==> src/rtl/vga_pkg.sv <==
// Shared definitions for the parametrised VGA timing controller:
// FSM and mode encodings, the per-pixel pipeline tag, default 640x480@60
// timing and the colour-bar lookup.
package vga_pkg;

  // Default 640x480@60 timing with a 25 MHz pixel clock
  localparam int DEF_H_ACTIVE = 640;
  localparam int DEF_H_FP     = 16;
  localparam int DEF_H_SYNC   = 96;
  localparam int DEF_H_BP     = 48;
  localparam int DEF_V_ACTIVE = 480;
  localparam int DEF_V_FP     = 10;
  localparam int DEF_V_SYNC   = 2;
  localparam int DEF_V_BP     = 33;

  // The test pattern is always eight bars across the visible line
  localparam int BAR_COUNT = 8;

  typedef enum logic [1:0] {
    ST_IDLE     = 2'd0,
    ST_RUN      = 2'd1,
    ST_STOPPING = 2'd2
  } vga_state_e;

  typedef enum logic {
    MODE_FB   = 1'b0,
    MODE_BARS = 1'b1
  } vga_mode_e;

  // Everything the output stage needs about one pixel slot; this travels
  // through the delay line so it lines up with the frame-buffer data.
  typedef struct packed {
    logic      active;
    logic      hs;
    logic      vs;
    vga_mode_e mode;
    logic [2:0] bar;    // {red_on, green_on, blue_on}
  } vid_tag_t;

  // Bar colour as on/off per channel; replicated to COLOR_W bits at the
  // output so the same table serves every colour depth.
  function automatic logic [2:0] bar_mask(input logic [2:0] idx);
    logic [2:0] m;
    case (idx)
      3'd0:    m = 3'b111;  // white
      3'd1:    m = 3'b110;  // yellow
      3'd2:    m = 3'b011;  // cyan
      3'd3:    m = 3'b010;  // green
      3'd4:    m = 3'b101;  // magenta
      3'd5:    m = 3'b100;  // red
      3'd6:    m = 3'b001;  // blue
      default: m = 3'b000;  // black
    endcase
    return m;
  endfunction

endpackage

==> src/rtl/vga_delay_line.sv <==
// Fixed-depth shift register with an asynchronous reset value. DEPTH = 0
// degenerates to a wire so callers can absorb a zero-cycle memory latency.
module vga_delay_line #(
  parameter int WIDTH = 1,
  parameter int DEPTH = 1,
  parameter logic [WIDTH-1:0] RST_VAL = '0
) (
  input  logic             clk,
  input  logic             rst_n,
  input  logic [WIDTH-1:0] din,
  output logic [WIDTH-1:0] dout
);

  generate
    if (DEPTH == 0) begin : g_bypass
      assign dout = din;
    end else begin : g_pipe
      logic [WIDTH-1:0] stage_reg [DEPTH];

      // Shift one stage per clock; reset loads every stage with RST_VAL
      always_ff @(posedge clk or negedge rst_n) begin
        if (!rst_n) begin
          for (int i = 0; i < DEPTH; i++) stage_reg[i] <= RST_VAL;
        end else begin
          stage_reg[0] <= din;
          for (int i = 1; i < DEPTH; i++) stage_reg[i] <= stage_reg[i-1];
        end
      end

      assign dout = stage_reg[DEPTH-1];
    end
  endgenerate

endmodule

==> src/rtl/vga_timing_ctrl_p.sv <==
// Parametrised VGA timing generator. Counters and decode run at cycle t,
// the frame-buffer address leaves at t+1, the memory answers RD_LAT cycles
// later and sync/enable/RGB leave together at t+2+RD_LAT.
module vga_timing_ctrl_p
  import vga_pkg::*;
#(
  parameter int   H_ACTIVE    = DEF_H_ACTIVE,
  parameter int   H_FP        = DEF_H_FP,
  parameter int   H_SYNC      = DEF_H_SYNC,
  parameter int   H_BP        = DEF_H_BP,
  parameter int   V_ACTIVE    = DEF_V_ACTIVE,
  parameter int   V_FP        = DEF_V_FP,
  parameter int   V_SYNC      = DEF_V_SYNC,
  parameter int   V_BP        = DEF_V_BP,
  parameter logic SYNC_POL    = 1'b0,
  parameter int   COLOR_W     = 4,
  parameter int   SRC_W       = 640,
  parameter int   SCALE_SHIFT = 0,
  parameter int   ADDR_W      = 19,
  parameter int   RD_LAT      = 1
) (
  input  logic                   CLK_25_I,
  input  logic                   RST_N_I,
  input  logic                   ENABLE_I,
  input  logic                   MODE_I,
  input  logic [3*COLOR_W-1:0]   VIDEO_PXL_I,
  output logic [ADDR_W-1:0]      ADDRESS_O,
  output logic                   FRAME_START_O,
  output logic [COLOR_W-1:0]     RED_O,
  output logic [COLOR_W-1:0]     GREEN_O,
  output logic [COLOR_W-1:0]     BLUE_O,
  output logic                   HSYNC_O,
  output logic                   VSYNC_O,
  output logic                   VIDEO_EN_O
);

  localparam int H_TOTAL = H_ACTIVE + H_FP + H_SYNC + H_BP;
  localparam int V_TOTAL = V_ACTIVE + V_FP + V_SYNC + V_BP;
  // One spare code so the sync end boundary is representable with zero porch
  localparam int HW = $clog2(H_TOTAL + 1);
  localparam int VW = $clog2(V_TOTAL + 1);

  localparam logic [HW-1:0] H_LAST    = HW'(H_TOTAL - 1);
  localparam logic [HW-1:0] H_ACT_END = HW'(H_ACTIVE);
  localparam logic [HW-1:0] HS_BEGIN  = HW'(H_ACTIVE + H_FP);
  localparam logic [HW-1:0] HS_END    = HW'(H_ACTIVE + H_FP + H_SYNC);
  localparam logic [VW-1:0] V_LAST    = VW'(V_TOTAL - 1);
  localparam logic [VW-1:0] V_ACT_END = VW'(V_ACTIVE);
  localparam logic [VW-1:0] VS_BEGIN  = VW'(V_ACTIVE + V_FP);
  localparam logic [VW-1:0] VS_END    = VW'(V_ACTIVE + V_FP + V_SYNC);

  localparam int BAR_W = H_ACTIVE / BAR_COUNT;
  localparam int TAG_W = $bits(vid_tag_t);

  // ---------------------------------------------------------------------
  // State and counters
  // ---------------------------------------------------------------------
  vga_state_e     state_reg, state_next;
  logic [HW-1:0]  h_cnt_reg, h_cnt_next;
  logic [VW-1:0]  v_cnt_reg, v_cnt_next;

  logic           running;
  logic           at_origin;
  logic           h_wrap;
  logic           v_wrap;
  logic           at_last;
  logic [HW-1:0]  h_adv;
  logic [VW-1:0]  v_adv;

  assign running   = (state_reg != ST_IDLE);
  assign at_origin = (h_cnt_reg == '0) && (v_cnt_reg == '0);
  assign h_wrap    = (h_cnt_reg == H_LAST);
  assign v_wrap    = (v_cnt_reg == V_LAST);
  assign at_last   = h_wrap && v_wrap;
  assign h_adv     = h_wrap ? '0 : h_cnt_reg + HW'(1);
  assign v_adv     = h_wrap ? (v_wrap ? '0 : v_cnt_reg + VW'(1)) : v_cnt_reg;

  // State register and raster counters
  always_ff @(posedge CLK_25_I or negedge RST_N_I) begin
    if (!RST_N_I) begin
      state_reg <= ST_IDLE;
      h_cnt_reg <= '0;
      v_cnt_reg <= '0;
    end else begin
      state_reg <= state_next;
      h_cnt_reg <= h_cnt_next;
      v_cnt_reg <= v_cnt_next;
    end
  end

  // Next state: stop requests only take effect on the last pixel of a frame
  always_comb begin
    state_next = state_reg;
    h_cnt_next = h_cnt_reg;
    v_cnt_next = v_cnt_reg;
    unique case (state_reg)
      ST_IDLE: begin
        h_cnt_next = '0;
        v_cnt_next = '0;
        if (ENABLE_I) state_next = ST_RUN;
      end
      ST_RUN: begin
        h_cnt_next = h_adv;
        v_cnt_next = v_adv;
        if (!ENABLE_I) state_next = ST_STOPPING;
      end
      ST_STOPPING: begin
        h_cnt_next = h_adv;
        v_cnt_next = v_adv;
        if (ENABLE_I)     state_next = ST_RUN;
        else if (at_last) state_next = ST_IDLE;
      end
      default: begin
        state_next = ST_IDLE;
        h_cnt_next = '0;
        v_cnt_next = '0;
      end
    endcase
  end

  // ---------------------------------------------------------------------
  // Decode at cycle t
  // ---------------------------------------------------------------------
  vga_mode_e  mode_reg;
  vga_mode_e  mode_now;
  logic [6:0] bar_thermo;
  logic [2:0] bar_idx;
  vid_tag_t   tag_now;
  logic [ADDR_W-1:0] addr_now;

  // Mode only changes hands at the frame origin so a frame is never split
  assign mode_now = at_origin ? vga_mode_e'(MODE_I) : mode_reg;

  // Bar boundaries as a thermometer code; avoids a divider on h
  for (genvar gi = 0; gi < BAR_COUNT - 1; gi++) begin : g_bar_edge
    localparam logic [HW-1:0] EDGE = HW'((gi + 1) * BAR_W);
    assign bar_thermo[gi] = (h_cnt_reg >= EDGE);
  end

  // Count thermometer ones to get the bar index
  always_comb begin
    bar_idx = '0;
    for (int i = 0; i < BAR_COUNT - 1; i++) begin
      bar_idx = bar_idx + {2'b00, bar_thermo[i]};
    end
  end

  // Per-pixel flags; everything is forced inactive while idle
  always_comb begin
    tag_now        = '0;
    tag_now.active = running && (h_cnt_reg < H_ACT_END) && (v_cnt_reg < V_ACT_END);
    tag_now.hs     = running && (h_cnt_reg >= HS_BEGIN) && (h_cnt_reg < HS_END);
    tag_now.vs     = running && (v_cnt_reg >= VS_BEGIN) && (v_cnt_reg < VS_END);
    tag_now.mode   = mode_now;
    tag_now.bar    = bar_mask(bar_idx);
  end

  // Scaled source address; arithmetic in ADDR_W bits gives the truncation
  assign addr_now = ADDR_W'(v_cnt_reg >> SCALE_SHIFT) * ADDR_W'(SRC_W)
                  + ADDR_W'(h_cnt_reg >> SCALE_SHIFT);

  // ---------------------------------------------------------------------
  // Stage 1 (t+1): address, frame pulse, pixel tag
  // ---------------------------------------------------------------------
  logic [ADDR_W-1:0] address_reg;
  logic              frame_start_reg;
  vid_tag_t          tag_s1_reg;

  // Register address/tag; address holds through blanking
  always_ff @(posedge CLK_25_I or negedge RST_N_I) begin
    if (!RST_N_I) begin
      address_reg     <= '0;
      frame_start_reg <= 1'b0;
      tag_s1_reg      <= '0;
      mode_reg        <= MODE_FB;
    end else begin
      if (tag_now.active) address_reg <= addr_now;
      frame_start_reg <= running && at_origin;
      tag_s1_reg      <= tag_now;
      mode_reg        <= mode_now;
    end
  end

  // ---------------------------------------------------------------------
  // Memory latency compensation (t+1+RD_LAT)
  // ---------------------------------------------------------------------
  vid_tag_t tag_d;

  vga_delay_line #(
    .WIDTH   (TAG_W),
    .DEPTH   (RD_LAT),
    .RST_VAL ('0)
  ) u_tag_delay (
    .clk   (CLK_25_I),
    .rst_n (RST_N_I),
    .din   (tag_s1_reg),
    .dout  (tag_d)
  );

  // ---------------------------------------------------------------------
  // Output stage (t+2+RD_LAT)
  // ---------------------------------------------------------------------
  logic [COLOR_W-1:0] red_next, green_next, blue_next;
  logic [COLOR_W-1:0] red_reg, green_reg, blue_reg;
  logic               hsync_reg, vsync_reg, video_en_reg;

  // Pick bar colour or memory data; blank outside the visible area
  always_comb begin
    red_next   = '0;
    green_next = '0;
    blue_next  = '0;
    if (tag_d.active) begin
      if (tag_d.mode == MODE_BARS) begin
        red_next   = {COLOR_W{tag_d.bar[2]}};
        green_next = {COLOR_W{tag_d.bar[1]}};
        blue_next  = {COLOR_W{tag_d.bar[0]}};
      end else begin
        red_next   = VIDEO_PXL_I[3*COLOR_W-1 -: COLOR_W];
        green_next = VIDEO_PXL_I[2*COLOR_W-1 -: COLOR_W];
        blue_next  = VIDEO_PXL_I[COLOR_W-1:0];
      end
    end
  end

  // Final register so sync, enable and colour change on the same edge
  always_ff @(posedge CLK_25_I or negedge RST_N_I) begin
    if (!RST_N_I) begin
      hsync_reg    <= ~SYNC_POL;
      vsync_reg    <= ~SYNC_POL;
      video_en_reg <= 1'b0;
      red_reg      <= '0;
      green_reg    <= '0;
      blue_reg     <= '0;
    end else begin
      hsync_reg    <= tag_d.hs ? SYNC_POL : ~SYNC_POL;
      vsync_reg    <= tag_d.vs ? SYNC_POL : ~SYNC_POL;
      video_en_reg <= tag_d.active;
      red_reg      <= red_next;
      green_reg    <= green_next;
      blue_reg     <= blue_next;
    end
  end

  assign ADDRESS_O     = address_reg;
  assign FRAME_START_O = frame_start_reg;
  assign HSYNC_O       = hsync_reg;
  assign VSYNC_O       = vsync_reg;
  assign VIDEO_EN_O    = video_en_reg;
  assign RED_O         = red_reg;
  assign GREEN_O       = green_reg;
  assign BLUE_O        = blue_reg;

endmodule
==> config.mk <==
export PLATFORM = sky130hd
export DESIGN_NAME = vga_timing_ctrl_p
export DESIGN_NICKNAME = d
export VERILOG_FILES = /design/src/rtl/vga_pkg.sv /design/src/rtl/vga_delay_line.sv /design/src/rtl/vga_timing_ctrl_p.sv
export SDC_FILE = /design/constraint.sdc
export NUM_CORES = 1
export LEC_CHECK = 0
export ABC_AREA = 0
export CAP_MARGIN = 0
export CORE_ASPECT_RATIO = 1.1
export CORE_MARGIN = 4
export CORE_UTILIZATION = 55
export DETAILED_ROUTE_END_ITERATION = 10
export GPL_TIMING_DRIVEN = 0
export PLACE_DENSITY = 0.78
export SYNTH_ARGS = -nofsm -noshare
export SYNTH_HDL_FRONTEND = slang
export SYNTH_SLANG_ARGS = --single-unit
==> constraint.sdc <==
create_clock -name CLK_25_I -period 4.29 [get_ports CLK_25_I]
set_clock_uncertainty 0.05 [all_clocks]
set_input_delay 0.6435 -clock CLK_25_I [delete_from_list [all_inputs] [get_ports CLK_25_I]]
set_output_delay 0.6435 -clock CLK_25_I [all_outputs]
set_load 0.01 [all_outputs]
======== Word level (Yosys, flattened, before mapping) ========
Cells that the tools add are included.
storage, ports and cells
  bits in registers ....................... 71
  latch bits .............................. 0
  memory bits (writable) .................. 0
  ROM bits ................................ 0
  input bits .............................. 16
  output and inout bits ................... 35
  word-level logic and storage cells ...... 89
  memories ................................ 0
operators by class
  add/sub/neg operators ................... 9
  multiply operators ...................... 1
  div/mod/pow operators ................... 0
  $lt $le $gt $ge ......................... 13
  equal/unequal tests ..................... 14
  shift-type cells ........................ 0
  mux-type cells .......................... 19
  bitwise operators ....................... 0
  reductions and logical operators ........ 16
operators by type and width
  kind                   count
  $mux 10                5
  $ge 10x9->1 const B    4
  $mux 4                 6
  $pmux 3 s7             1
  $add 10x1->10 const B  2
  $eq 10x10->1 const B   2
  $ge 10x10->1 const B   2
  $ge 10x8->1 const B    2
  $logic_not 10->1       2
  $lt 10x10->1 const B   2
  $lt 10x9->1 const B    2
  $add 19x10->19         1
  $add 3x1->3            4
  $mul 10x3->12 const B  1
  $ge 10x7->1 const B    1
  $eq 3x3->1 const B     3
  $logic_and 1x1->1      9
  $mux 2                 4
  $eq 3x2->1 const B     2
  $pmux 2 s3             1
  $ne 2x2->1 const B     2
  $add 2x1->3            1
  $eq 3x1->1 const B     1
  $logic_not 3->1        1
  other kinds (10)       11

======== Logic depth before layout (Yosys ltp) ========
  depth in word-level cells ............... 9
  depth in mapped cells ................... 11
  depth with buffers taken out ............ 10

======== By module ========
A second synthesis with hierarchy kept.
unflattened totals
  cell total of the unflattened synthesis .. 368
  area total of the unflattened synthesis .. 3,794.9 um2
modules (own cells, without submodules)
  module             times used  cells each  area each (um2)
  vga_timing_ctrl_p  1           361         3,619.7
  vga_delay_line     1           7           175.2

======== Least setup slack after synthesis ========
No wires, ideal clock.
  kind .................................... reg2reg
  start ................................... register h_cnt_reg[7]
  end ..................................... register tag_s1_reg[2] in the netlist's numbering
  setup time .............................. 0.115 ns
  arrival ................................. 3.018 ns
  slack ................................... 1.107 ns
  cell stages (with the launch flop) ...... 10
  path buffers ............................ 3
  clock period less this slack ............ 3.183 ns
  cell sequence ........................... dfrtp_1 buf_2 or2_2 clkbuf_1 a21oi_1 fa_1 fa_1 fa_1 fa_1 clkbuf_1
RTL lines
  what                    RTL line                  source
  from (decl)             vga_timing_ctrl_p.sv:59   logic [HW-1:0] h_cnt_reg, h_cnt_next;
  from (signal assigned)  vga_timing_ctrl_p.sv:86   h_cnt_reg <= h_cnt_next;
  to (signal assigned)    vga_timing_ctrl_p.sv:179  tag_s1_reg <= tag_now;
  to (decl)               vga_timing_ctrl_p.sv:167  vid_tag_t tag_s1_reg;

==> impl_metrics.toml <==
[status]
status = "complete, no violations"

[synth]
synth-edff-count = 0
synth_nets = 418
synth.avg_cell_area_um2 = 10.2
yosysWarnings = 0
synth_area_mm2 = 0.00375
async_reset_ff_share_pct = 100
ys_types = 51
syn_inst = 368
synth-seq-cells = 71
synth_ff_type = "dfrtp_1"
ys_seq_area_share_pct = 47.4

[placed_design]
place.gp.congestion = 0.831
portBuffers = 50
place_area_mm2 = 0.00435
hpwlAfterDp_um = 5820

[layout]
layout.cells.most_common = "dfrtp_1"
antenna_cells = 0
most-common-layout-cells = "69 x dfrtp_1, 49 x clkdlybuf4s50_1, 46 x nand2_1"
postLayoutCellArea_mm2 = 0.00455
final_net_count = 479
largest_reg_flops = 19
syn_to_final_growth_pct = 21.1
drive_gt1_share_pct = 6.22

[floorplan]
die_area_mm2 = 0.00821
fp.dieW_um = 86.8
start_util_pct = 56.9
coreArea_mm2 = 0.00659
placementRows = 31
die_h_um = 94.6
ios = 51

[grt]
grt_pass1_vias = 2847
grt_pass1_wl_um = 13200
antenna_found_initial = 0
grt_max_degree = 72
gr-total-overflow = 0
gr-usage-all-layers_pct = 20.6

[setup_path]
cp.arrival_ns = 3.60
cp-end-kind = "register"
critPathLaunchType = "register"
crit_required_ns = 4.47
cp-startpoint = "h_cnt_reg[7]"
path_class = "reg2reg"
cp_max_fo = 9
regToRegStartpoint = "h_cnt_reg[7]"

[timing]
rsz0062_at_grt = "no"
setup_viol = 0
finalHoldViolCount = 0
period_share_pct = 79.7
relSlewSlack_pct = 41.0
drv_slew = 0
finalSetupTns_ns = 0
max_freq_mhz = 292
period_needed_ns = 3.42
worst_slew_pin_slew_ns = 0.885

[power]
powerDensity_mw_per_mm2 = 434
peakVddDrop_uv = 293
leakagePower_nw = 2.02
finalPower_mw = 1.97

[hold_path]
hold_start = "tag_s1_reg[0]"
hold_class = "reg2reg"

[clocking]
cts_max_path_buffers = 2
htreeDepth = 3
ctsResizeCount = 0
numCtsBuffers = 9
cts_root_buf = "clkbuf_8"
cts_tree = "yes"
cts.sinks = 71
holdBufCountCts = 0
post_cts_buffers = 0
clk-insertion-delay-late_ns = 0.34
clk_pin_slew_ns = 0.07

[route]
ant_nets = 0
drtIter0Drc = 114
vias_per_cell = 5.54
drcViolationCount = 0
wirelength_um = 7770
routedWlPerCell_um = 15.1
via_count = 2858
first_pass_iters = 5

[flow_run]
maxCapViolCount = 0
## report_power, final
| group | leakage (nW) | switching (mW) | internal (mW) |
|---|---|---|---|
| clock network | 0.0964 | 0.238 | 0.283 |
| logic | 1.01 | 0.349 | 0.273 |
| registers | 0.919 | 0.0542 | 0.776 |
## stage by stage
stage / utilization (%) / hold WS [ns] / setup slack [ns] / instances
final: 69.0 / 0.298 / 0.869 / 516
after global routing: 69.0 / 0.306 / 0.738 / 516
after CTS: 69.0 / 0.300 / 0.869 / 516
after detailed placement: 66.0 / 0.286 / 0.878 / 500
after global placement: 66.1 / 0.282 / 0.192 / 500
after floorplan: - / 0.281 / 1.11 / 368
## worst paths after layout
kind,to,slack [ns],depth (start not counted)
min in group asynchronous,ADDRESS_O[16],0.37,1
max reg2reg,tag_s1_reg[2],0.87,9
min,u_tag_delay.dout[0],0.30,0
max in group asynchronous,u_tag_delay.dout[5],3.24,1
min reg2reg,u_tag_delay.dout[0],0.30,0
max,tag_s1_reg[2],0.87,9
## synthesized netlist by cell type, types with 2 or more instances
library cell	number	area (um^2)
nor4b_1	3	26.3
nor2_1	17	63.8
nand2_1	46	173
mux2_2	2	22.5
nand3_1	11	55.1
and3_1	6	37.5
o21ai_0	25	125
clkbuf_1	14	52.6
ha_1	28	350
dfstp_2	2	52.6
a21boi_0	12	90.1
o31ai_1	9	67.6
xnor2_1	10	87.6
xor2_1	13	114
buf_2	2	10.0
inv_1	20	75.1
nand2b_1	13	81.3
nor3_1	5	25.0
fa_1	6	120
nand4_1	7	43.8
o21a_1	2	15.0
o311a_1	2	20.0
dfrtp_1	69	1730
or4_1	2	15.0
a21oi_1	4	20.0
or2_2	2	12.5
or3_1	4	25.0
nor2b_1	4	25.0
and2_1	2	12.5
nor4_1	5	31.3
## area by class of cell
class,count,area (um^2)
fillers,509,2050
multi-input cells,259,1820
flip-flops and latches,71,1780
repair buffers,50,498
clock buffers,12,145
well taps,82,103
inverters,21,78.8
plain buffers,17,73.8
clock inverters,4,47.5
## worst max-delay path: stages, from the launching register on
cell and delay (ns):
dfrtp_1 0.39, buf_2 0.18, or2_2 0.30, clkbuf_1 0.18, a21oi_1 0.22, fa_1 0.47
fa_1 0.54, fa_1 0.45, fa_1 0.43, clkbuf_1 0.10
## routing by layer
layer	wire length, um	global-route usage [%]	vias to the layer above
li1	-	-	1398
met1	3480	27.2	1360
met2	3640	33.1	82
met3	454	3.23	18
met4	191	9.87	0
met5	0	0	-
## logic make-up (layout without fill, tap and decap cells)
family	after synthesis	after routing	synth area share [%]
compound gates	68	68	12.0
xor+xnor	23	23	5.37
fa+ha+maj	34	34	12.5
buf+inv	38	104	4.07
flops	71	71	47.4
mux	2	2	0.600
simple gates	132	132	18.0
Note: power is estimated with default switching activity, not from simulation.
